===== src/rtl/vga_timing_gen_if.sv =====
// Raster timing bundle from vga_timing_gen to the pixel/overlay generator.
interface vga_timing_gen_if #(
    parameter int unsigned HW = 10,
    parameter int unsigned VW = 10
);
    logic          pix_en;
    logic [HW-1:0] hcount;
    logic [VW-1:0] vcount;
    logic          hsync;
    logic          vsync;
    logic          active;
    logic          line_start;
    logic          frame_start;

    modport master (
        output pix_en, hcount, vcount, hsync, vsync, active, line_start, frame_start
    );

    modport slave (
        input pix_en, hcount, vcount, hsync, vsync, active, line_start, frame_start
    );
endinterface


===== src/rtl/vga_timing_gen.sv =====
// Parametrised VGA raster timing generator driven by a pixel-enable strobe on the board clock.
// Optional macro VGA_SYNC_DELAY_EN delays hsync/vsync/active by SYNC_DLY pixels.
module vga_timing_gen #(
    parameter int unsigned CLK_DIV  = 2,
    parameter int unsigned H_VIS    = 640,
    parameter int unsigned H_FP     = 16,
    parameter int unsigned H_SYNC   = 96,
    parameter int unsigned H_BP     = 48,
    parameter int unsigned V_VIS    = 480,
    parameter int unsigned V_FP     = 10,
    parameter int unsigned V_SYNC   = 2,
    parameter int unsigned V_BP     = 33,
    parameter bit          HS_POL   = 1'b0,
    parameter bit          VS_POL   = 1'b0,
    parameter int unsigned HW       = 10,
    parameter int unsigned VW       = 10,
    parameter int unsigned SYNC_DLY = 2
) (
    input  logic              clk,
    input  logic              reset,
    vga_timing_gen_if.master  bus
);
    localparam int unsigned H_TOTAL  = H_VIS + H_FP + H_SYNC + H_BP;
    localparam int unsigned V_TOTAL  = V_VIS + V_FP + V_SYNC + V_BP;
    localparam int unsigned HS_START = H_VIS + H_FP;
    localparam int unsigned HS_END   = HS_START + H_SYNC;
    localparam int unsigned VS_START = V_VIS + V_FP;
    localparam int unsigned VS_END   = VS_START + V_SYNC;
    localparam int unsigned DW       = (CLK_DIV > 1) ? $clog2(CLK_DIV) : 1;

    // Delay depth collapses to zero when the feature is compiled out.
`ifdef VGA_SYNC_DELAY_EN
    localparam int unsigned DLY_N = SYNC_DLY;
`else
    localparam int unsigned DLY_N = SYNC_DLY * 0;
`endif

    logic [DW-1:0] div;
    logic          tick_c;
    logic          h_wrap_c;
    logic [HW-1:0] h_next_c;
    logic [VW-1:0] v_next_c;
    logic          hs_next_c;
    logic          vs_next_c;
    logic          act_next_c;

    logic [HW-1:0] hcount_q;
    logic [VW-1:0] vcount_q;
    logic          pix_en_q;
    logic          line_start_q;
    logic          frame_start_q;
    logic          hs_q;
    logic          vs_q;
    logic          act_q;

    assign tick_c = (div == DW'(CLK_DIV - 1));

    // Pixel divider: one tick every CLK_DIV board clocks.
    always_ff @(posedge clk or posedge reset) begin
        if (reset) begin
            div <= '0;
        end else begin
            div <= tick_c ? '0 : div + DW'(1);
        end
    end

    // Next raster position and the decode of that position.
    always_comb begin
        h_wrap_c   = (hcount_q == HW'(H_TOTAL - 1));
        h_next_c   = h_wrap_c ? '0 : hcount_q + HW'(1);
        v_next_c   = vcount_q;
        if (h_wrap_c) begin
            v_next_c = (vcount_q == VW'(V_TOTAL - 1)) ? '0 : vcount_q + VW'(1);
        end
        hs_next_c  = (h_next_c >= HW'(HS_START)) && (h_next_c < HW'(HS_END));
        vs_next_c  = (v_next_c >= VW'(VS_START)) && (v_next_c < VW'(VS_END));
        act_next_c = (h_next_c < HW'(H_VIS)) && (v_next_c < VW'(V_VIS));
    end

    // Counters and decode move together so outputs always match the current position.
    always_ff @(posedge clk or posedge reset) begin
        if (reset) begin
            hcount_q      <= HW'(H_TOTAL - 1);
            vcount_q      <= VW'(V_TOTAL - 1);
            pix_en_q      <= 1'b0;
            line_start_q  <= 1'b0;
            frame_start_q <= 1'b0;
            hs_q          <= ~HS_POL;
            vs_q          <= ~VS_POL;
            act_q         <= 1'b0;
        end else begin
            pix_en_q      <= tick_c;
            line_start_q  <= tick_c && (h_next_c == '0);
            frame_start_q <= tick_c && (h_next_c == '0) && (v_next_c == '0);
            if (tick_c) begin
                hcount_q <= h_next_c;
                vcount_q <= v_next_c;
                hs_q     <= hs_next_c ? HS_POL : ~HS_POL;
                vs_q     <= vs_next_c ? VS_POL : ~VS_POL;
                act_q    <= act_next_c;
            end
        end
    end

    assign bus.pix_en      = pix_en_q;
    assign bus.hcount      = hcount_q;
    assign bus.vcount      = vcount_q;
    assign bus.line_start  = line_start_q;
    assign bus.frame_start = frame_start_q;

    generate
        if (DLY_N > 0) begin : g_dly
            logic [DLY_N-1:0] hs_pipe;
            logic [DLY_N-1:0] vs_pipe;
            logic [DLY_N-1:0] act_pipe;

            // Shift register advancing one stage per pixel.
            always_ff @(posedge clk or posedge reset) begin
                if (reset) begin
                    hs_pipe  <= {DLY_N{~HS_POL}};
                    vs_pipe  <= {DLY_N{~VS_POL}};
                    act_pipe <= '0;
                end else if (tick_c) begin
                    hs_pipe[0]  <= hs_q;
                    vs_pipe[0]  <= vs_q;
                    act_pipe[0] <= act_q;
                    for (int i = 1; i < int'(DLY_N); i++) begin
                        hs_pipe[i]  <= hs_pipe[i-1];
                        vs_pipe[i]  <= vs_pipe[i-1];
                        act_pipe[i] <= act_pipe[i-1];
                    end
                end
            end

            assign bus.hsync  = hs_pipe[DLY_N-1];
            assign bus.vsync  = vs_pipe[DLY_N-1];
            assign bus.active = act_pipe[DLY_N-1];
        end else begin : g_nodly
            assign bus.hsync  = hs_q;
            assign bus.vsync  = vs_q;
            assign bus.active = act_q;
        end
    endgenerate
endmodule


===== src/flat_wrapper.sv =====
// flat-port wrapper written by rule: the top's interface ports become plain ports
module vga_timing_gen_flat 
#(
    parameter int unsigned CLK_DIV  = 2,
    parameter int unsigned H_VIS    = 640,
    parameter int unsigned H_FP     = 16,
    parameter int unsigned H_SYNC   = 96,
    parameter int unsigned H_BP     = 48,
    parameter int unsigned V_VIS    = 480,
    parameter int unsigned V_FP     = 10,
    parameter int unsigned V_SYNC   = 2,
    parameter int unsigned V_BP     = 33,
    parameter bit          HS_POL   = 1'b0,
    parameter bit          VS_POL   = 1'b0,
    parameter int unsigned HW       = 10,
    parameter int unsigned VW       = 10,
    parameter int unsigned SYNC_DLY = 2
)
  (clk, reset, bus_pix_en, bus_hcount, bus_vcount, bus_hsync, bus_vsync, bus_active, bus_line_start, bus_frame_start);
  vga_timing_gen_if #(.HW(HW), .VW(VW)) bus_i ();
  input  logic clk;
  input  logic reset;
  output wire logic [$bits(bus_i.pix_en)-1:0] bus_pix_en;
  output wire logic [$bits(bus_i.hcount)-1:0] bus_hcount;
  output wire logic [$bits(bus_i.vcount)-1:0] bus_vcount;
  output wire logic [$bits(bus_i.hsync)-1:0] bus_hsync;
  output wire logic [$bits(bus_i.vsync)-1:0] bus_vsync;
  output wire logic [$bits(bus_i.active)-1:0] bus_active;
  output wire logic [$bits(bus_i.line_start)-1:0] bus_line_start;
  output wire logic [$bits(bus_i.frame_start)-1:0] bus_frame_start;
  assign bus_pix_en = bus_i.pix_en;
  assign bus_hcount = bus_i.hcount;
  assign bus_vcount = bus_i.vcount;
  assign bus_hsync = bus_i.hsync;
  assign bus_vsync = bus_i.vsync;
  assign bus_active = bus_i.active;
  assign bus_line_start = bus_i.line_start;
  assign bus_frame_start = bus_i.frame_start;
  vga_timing_gen #(.CLK_DIV(CLK_DIV), .H_VIS(H_VIS), .H_FP(H_FP), .H_SYNC(H_SYNC), .H_BP(H_BP), .V_VIS(V_VIS), .V_FP(V_FP), .V_SYNC(V_SYNC), .V_BP(V_BP), .HS_POL(HS_POL), .VS_POL(VS_POL), .HW(HW), .VW(VW), .SYNC_DLY(SYNC_DLY)) u_core (.clk(clk), .reset(reset), .bus(bus_i));
endmodule

===== config.mk =====
export PLATFORM = sky130hd
export DESIGN_NAME = vga_timing_gen_flat
export DESIGN_NICKNAME = d
export VERILOG_FILES = /design/src/rtl/vga_timing_gen_if.sv /design/src/rtl/vga_timing_gen.sv /design/src/flat_wrapper.sv
export SDC_FILE = /design/constraint.sdc
export NUM_CORES = 1
export LEC_CHECK = 0
export ABC_CLOCK_PERIOD_IN_PS = 3200
export CAP_MARGIN = 20
export CORE_MARGIN = 5
export CORE_UTILIZATION = 50
export DETAILED_ROUTE_END_ITERATION = 6
export PLACE_DENSITY = 0.85
export SYNTH_ARGS = -nofsm -noshare
export SYNTH_HDL_FRONTEND = slang
export SYNTH_SLANG_ARGS = --single-unit

===== constraint.sdc =====
create_clock -name clk -period 3.2 [get_ports clk]
set_clock_uncertainty 0.2 [all_clocks]
set_input_delay 0.64 -clock clk [delete_from_list [all_inputs] [get_ports clk]]
set_output_delay 0.64 -clock clk [all_outputs]
set_load 0.02 [all_outputs]

### Word level (Yosys, flattened, before mapping)

Index checks and enable logic that the tools add are counted.

| word-level totals | value |
|---|---|
| bits in registers | 27 |
| bits of input ports | 2 |
| output and inout bits | 26 |
| logic and storage cells | 33 |

| cells by class | value |
|---|---|
| $add $sub $neg | 3 |
| $lt $le $gt $ge | 6 |
| eq/ne operators | 2 |
| muxes and demuxes | 6 |
| reduce and logical (&&, ||, !) cells | 7 |

Operators with widths:

| kind | count |
|---|---|
| $mux 10 | 3 |
| $add 10x1->10 const B | 2 |
| $eq 10x10->1 const B | 2 |
| $logic_not 10->1 | 2 |
| $lt 10x10->1 const B | 2 |
| $lt 10x9->1 const B | 2 |
| $ge 10x10->1 const B | 1 |
| $ge 10x9->1 const B | 1 |
| $logic_and 1x1->1 | 5 |
| $mux 1 | 3 |
| $add 1x1->1 const B | 1 |

### Logic depth before layout (Yosys ltp)

| logic depth | value |
|---|---|
| word-level depth | 6 |
| gate-level depth with buffers | 9 |
| depth with buffers taken out | 7 |

### Least setup slack after synthesis

OpenSTA, ideal clock, no wires.

| path | value |
|---|---|
| kind | register to register |
| start | register u_core.hcount_q[0] (netlist: u_core.bus.hcount[0]) |
| end | register u_core.vs_q (netlist: u_core.bus.vsync) |
| setup time | 0.082 ns |
| arrival time | 2.434 ns |
| data required time | 2.918 ns |
| path slack | 0.484 ns |
| stages on the path, launching flop included | 9 |
| buffers on the path | 1 |
| period minus slack after synthesis | 2.716 ns |
| path through | dfstp_2 -> ha_1 -> clkbuf_1 -> nand4_1 -> nor4_4 -> nand4_1 -> o2111ai_2 -> nand3_2 -> o31a_1 |

| on the way | value |
|---|---|
| word-level cells in the longest chain between the ends | 5 |
| elaborated cells on any way between the ends | 6 |
| classes of those cells | order compare (2); eq/ne (1); mux (2); reduce/logical (1) |

RTL lines:

| item | RTL line | RTL |
|---|---|---|
| start: declaration | vga_timing_gen.sv:47 | `logic [HW-1:0] hcount_q;` |
| start signal: assignment | vga_timing_gen.sv:83 | `hcount_q <= HW'(H_TOTAL - 1);` |
| start signal: assignment | vga_timing_gen.sv:96 | `hcount_q <= h_next_c;` |
| $eq 10x10->1 (*) | vga_timing_gen.sv:69 | `h_wrap_c = (hcount_q == HW'(H_TOTAL - 1));` |
| $mux 10 (*) | vga_timing_gen.sv:72 | `if (h_wrap_c) begin` |
| $ge 10x9->1 or $lt 10x9->1 (tied branches) | vga_timing_gen.sv:76 | `vs_next_c = (v_next_c >= VW'(VS_START)) && (v_next_c < VW'(VS_END));` |
| $logic_and 1x1->1 (*) | vga_timing_gen.sv:76 |  |
| $mux 1 (*) | vga_timing_gen.sv:99 | `vs_q <= vs_next_c ? VS_POL : ~VS_POL;` |
| end signal: assignment | vga_timing_gen.sv:89 | `vs_q <= ~VS_POL;` |
| end signal: assignment | vga_timing_gen.sv:99 |  |
| end: declaration | vga_timing_gen.sv:53 | `logic vs_q;` |

Every way passes the cells marked *; elsewhere a longest branch is shown, timed or not.
A chain may end at the register's enable or synchronous reset.

### Worst setup path in the final report

Ends and elaborated chain as after synthesis.

==> impl_metrics.json <==
{
  "cp-end-kind": "register",
  "combinationalPowerShare_pct": 1.6,
  "slew_viol_final": 0,
  "p_int_uw": 431.0,
  "totalWireLength_mm": 4.145,
  "placed_cells_incl_taps": 276,
  "grt_pass1_wl_mm": 7.279,
  "p_switching_uw": 111.3,
  "die_area_um2": 5119,
  "ys_seq_elements": 27,
  "ys_seq_area_share_pct": 36.46,
  "fmax_ghz": 0.3577,
  "ant_nets": 0,
  "die_height_um": 71.55,
  "p_clk_share_pct": 35.4,
  "place.port_buffers": 27,
  "synthCells": 213,
  "period_needed_ps": 2795,
  "cts_buffers": 3,
  "crit_start": "u_core.bus.hcount[0]",
  "path_cells": "ha_1, nand4_1, nor4_4, nand4_1, o2111ai_2, nand3_2, o31a_1",
  "p_sw_share_pct": 20.53,
  "tightest_slew_ps": 554.2,
  "leakagePower_nw": 0.8364,
  "post_cts_resized": 0,
  "avgSynthCellArea_um2": 8.894,
  "grt_start_max_net_pins": 28,
  "grtUsageTotal_pct": 17.63,
  "maxSlewHeadroom_pct": 62.77,
  "dp_hpwl_mm": 3.028,
  "synth-xor-area-share_pct": 7.398,
  "netlist_top_cells_area": "dfrtp_1 (20%), dfstp_2 (17%), xnor2_1 (5.5%), nand2_1 (5.4%), o21ai_0 (4.5%)",
  "status": "completed",
  "post-route-period-util_pct": 87.35,
  "clock_path_buffers": 2,
  "gp_congestion": 0.8868,
  "drt_pass1_iterations": 5,
  "place_area_um2": 2141,
  "synth_top_area_share_pct": 19.82,
  "cpPeakStageDelay_ps": 610,
  "dp_slack_ps": 425.0,
  "synth_top_family_by_area": "simple AND/OR/NAND/NOR gates",
  "drt_iter0_drc": 186,
  "synth_compound_area_share_pct": 16.45,
  "stdcell_count": 280,
  "final.setup.tns_ps": 0,
  "viasPerCell": 5.893,
  "hold_viol_final": 0,
  "rsz0062_at_grt": "no",
  "synth_enable_flop_cells": 0,
  "clkLatencyLatePin_ps": 270,
  "hp-start": "u_core.bus.active",
  "yosysMostFrequentCell": "nand2_1",
  "clk_pin_slew_ps": 90,
  "worstSetupPathType": "register to register",
  "whs_ps": 309.3,
  "cts_hold_buffers": 0,
  "num_vias": 1650,
  "antenna_found_initial": 0,
  "drive_above_1_share_pct": 13.36,
  "synth_warnings": 0,
  "r2r-start": "u_core.bus.hcount[0]",
  "final_util_pct": 59.74,
  "setup_viol": 0,
  "slowest_stage": "dfstp_2",
  "synth_cell_types": 55,
  "stdcell_area_um2": 2187,
  "syn2layout_area_growth_pct": 15.46,
  "critPathTopFamily": "simple AND/OR/NAND/NOR gates",
  "clock-sinks": 27,
  "synth_fa_ha_area_share_pct": 2.642,
  "start_util_pct": 51.74,
  "crit_required_ps": 3210,
  "root_buffer": "clkbuf_8",
  "power_density_nw_per_um2": 248.0,
  "overflow": 0,
  "syn-num-nets": 219,
  "die_w_um": 71.55,
  "drc": 0,
  "p_seq_share_pct": 63.0,
  "synth_area_leader_cell": "dfrtp_1",
  "synth_ff_type": "dfrtp_1",
  "htree_levels": 1,
  "cp_max_fo": 8,
  "holdCritPathClass": "register to register",
  "diodes": 0,
  "total_power_uw": 542.4,
  "synth-simple-area-share_pct": 26.82,
  "grt_pass1_vias": 1543,
  "io_pins": 28,
  "synth_area_um2": 1894,
  "cts_setup_buffers": 0,
  "synth.top_cells.by_count": "nand2_1 (27), o21ai_0 (17), dfrtp_1 (15), dfstp_2 (12), xnor2_1 (12)",
  "cts_tree": "done",
  "arrival_ps": 2810,
  "async_flop_share_pct": 100.0,
  "path_common_cell": "nand4_1",
  "core_area_um2": 3661,
  "drv_cap": 0,
  "synth_mux_area_share_pct": 2.246,
  "final_nets": 239,
  "wire_per_inst_um": 14.80,
  "critPathBufInv": 0,
  "num_rows": 22,
  "vdd_drop_max_mv": 0.1836,
  "worstSetupStartpointType": "register",
  "setup_ws_ps": 404.7
}
area by class of cell:
class	count	area, um^2
repair buffers	30	292.8
multi-input cells	159	1052
inverters	12	45.04
clock inverters	1	5.005
flip-flops and latches	27	690.7
well taps	48	60.06
clock buffers	3	41.29
fillers	318	1474
sequential cells by signal, indices dropped and copies added, names as in the netlist:
| register | cells |
|---|---|
| u_core.bus.hcount | 10 |
| u_core.bus.vcount | 10 |
| u_core.bus.active | 1 |
| u_core.bus.frame_start | 1 |
| u_core.bus.hsync | 1 |
| u_core.bus.line_start | 1 |
| u_core.bus.pix_en | 1 |
| u_core.bus.vsync | 1 |
| u_core.div | 1 |
kinds of logic (layout without fill, tap and decap cells):
family | count (synthesis) | after routing
AOI/OAI and AO/OA | 47 | 47
xor gates and xnor gates | 16 | 16
DFF | 27 | 27
muxes | 4 | 4
buffers and inverters | 27 | 46
and+or+nand+nor | 88 | 88
adders and majority gates | 4 | 4
power groups by stage:
stage,sequential (mW),combinational (mW),clock (mW)
after floorplan,0.348,0.00493,0
after global placement,0.348,0.00912,0
after detailed placement,0.348,0.00915,0
after CTS,0.342,0.00914,0.201
after global routing,0.342,0.0104,0.213
final,0.342,0.00848,0.192
per-layer routing:
| layer | GRT usage [%] | wire length (um) | vias to the layer above |
|---|---|---|---|
| li1 | - | - | 807 |
| met1 | 23.75 | 1838 | 782 |
| met2 | 28.37 | 2003 | 52 |
| met3 | 1.964 | 195 | 9 |
| met4 | 8.142 | 108 | 0 |
| met5 | 0 | 0 | - |
path summary, 6_finish.rpt:
kind / to / slack [ps] / cells after the start
hold reg to reg: u_core.bus.active / 310 / 1
max in group asynchronous: u_core.bus.vcount[9] / 1990 / 3
setup reg to reg: u_core.bus.vsync / 400 / 7
min in group asynchronous: u_core.bus.hcount[6] / 520 / 3
setup / recovery: u_core.bus.vsync / 400 / 7
hold / removal: u_core.bus.active / 310 / 1
layout by cell type (no fill, tap or decap), drive strengths merged, types with 3 or more instances in the layout:
cell / netlist / routed
nand2: 27 / 27
nor3: 9 / 9
nor4: 4 / 4
clkbuf: 6 / 3
nand4: 9 / 9
dfrtp: 15 / 15
xor2: 4 / 4
and2: 5 / 5
dfstp: 12 / 12
inv: 11 / 11
ha: 4 / 4
clkdlybuf4s50: 0 / 27
buf: 9 / 3
nor2: 8 / 8
xnor2: 12 / 12
o21ai: 17 / 17
a21oi: 9 / 9
nand3: 12 / 12
o31ai: 3 / 3
Note: power is estimated with default switching activity, not from simulation.
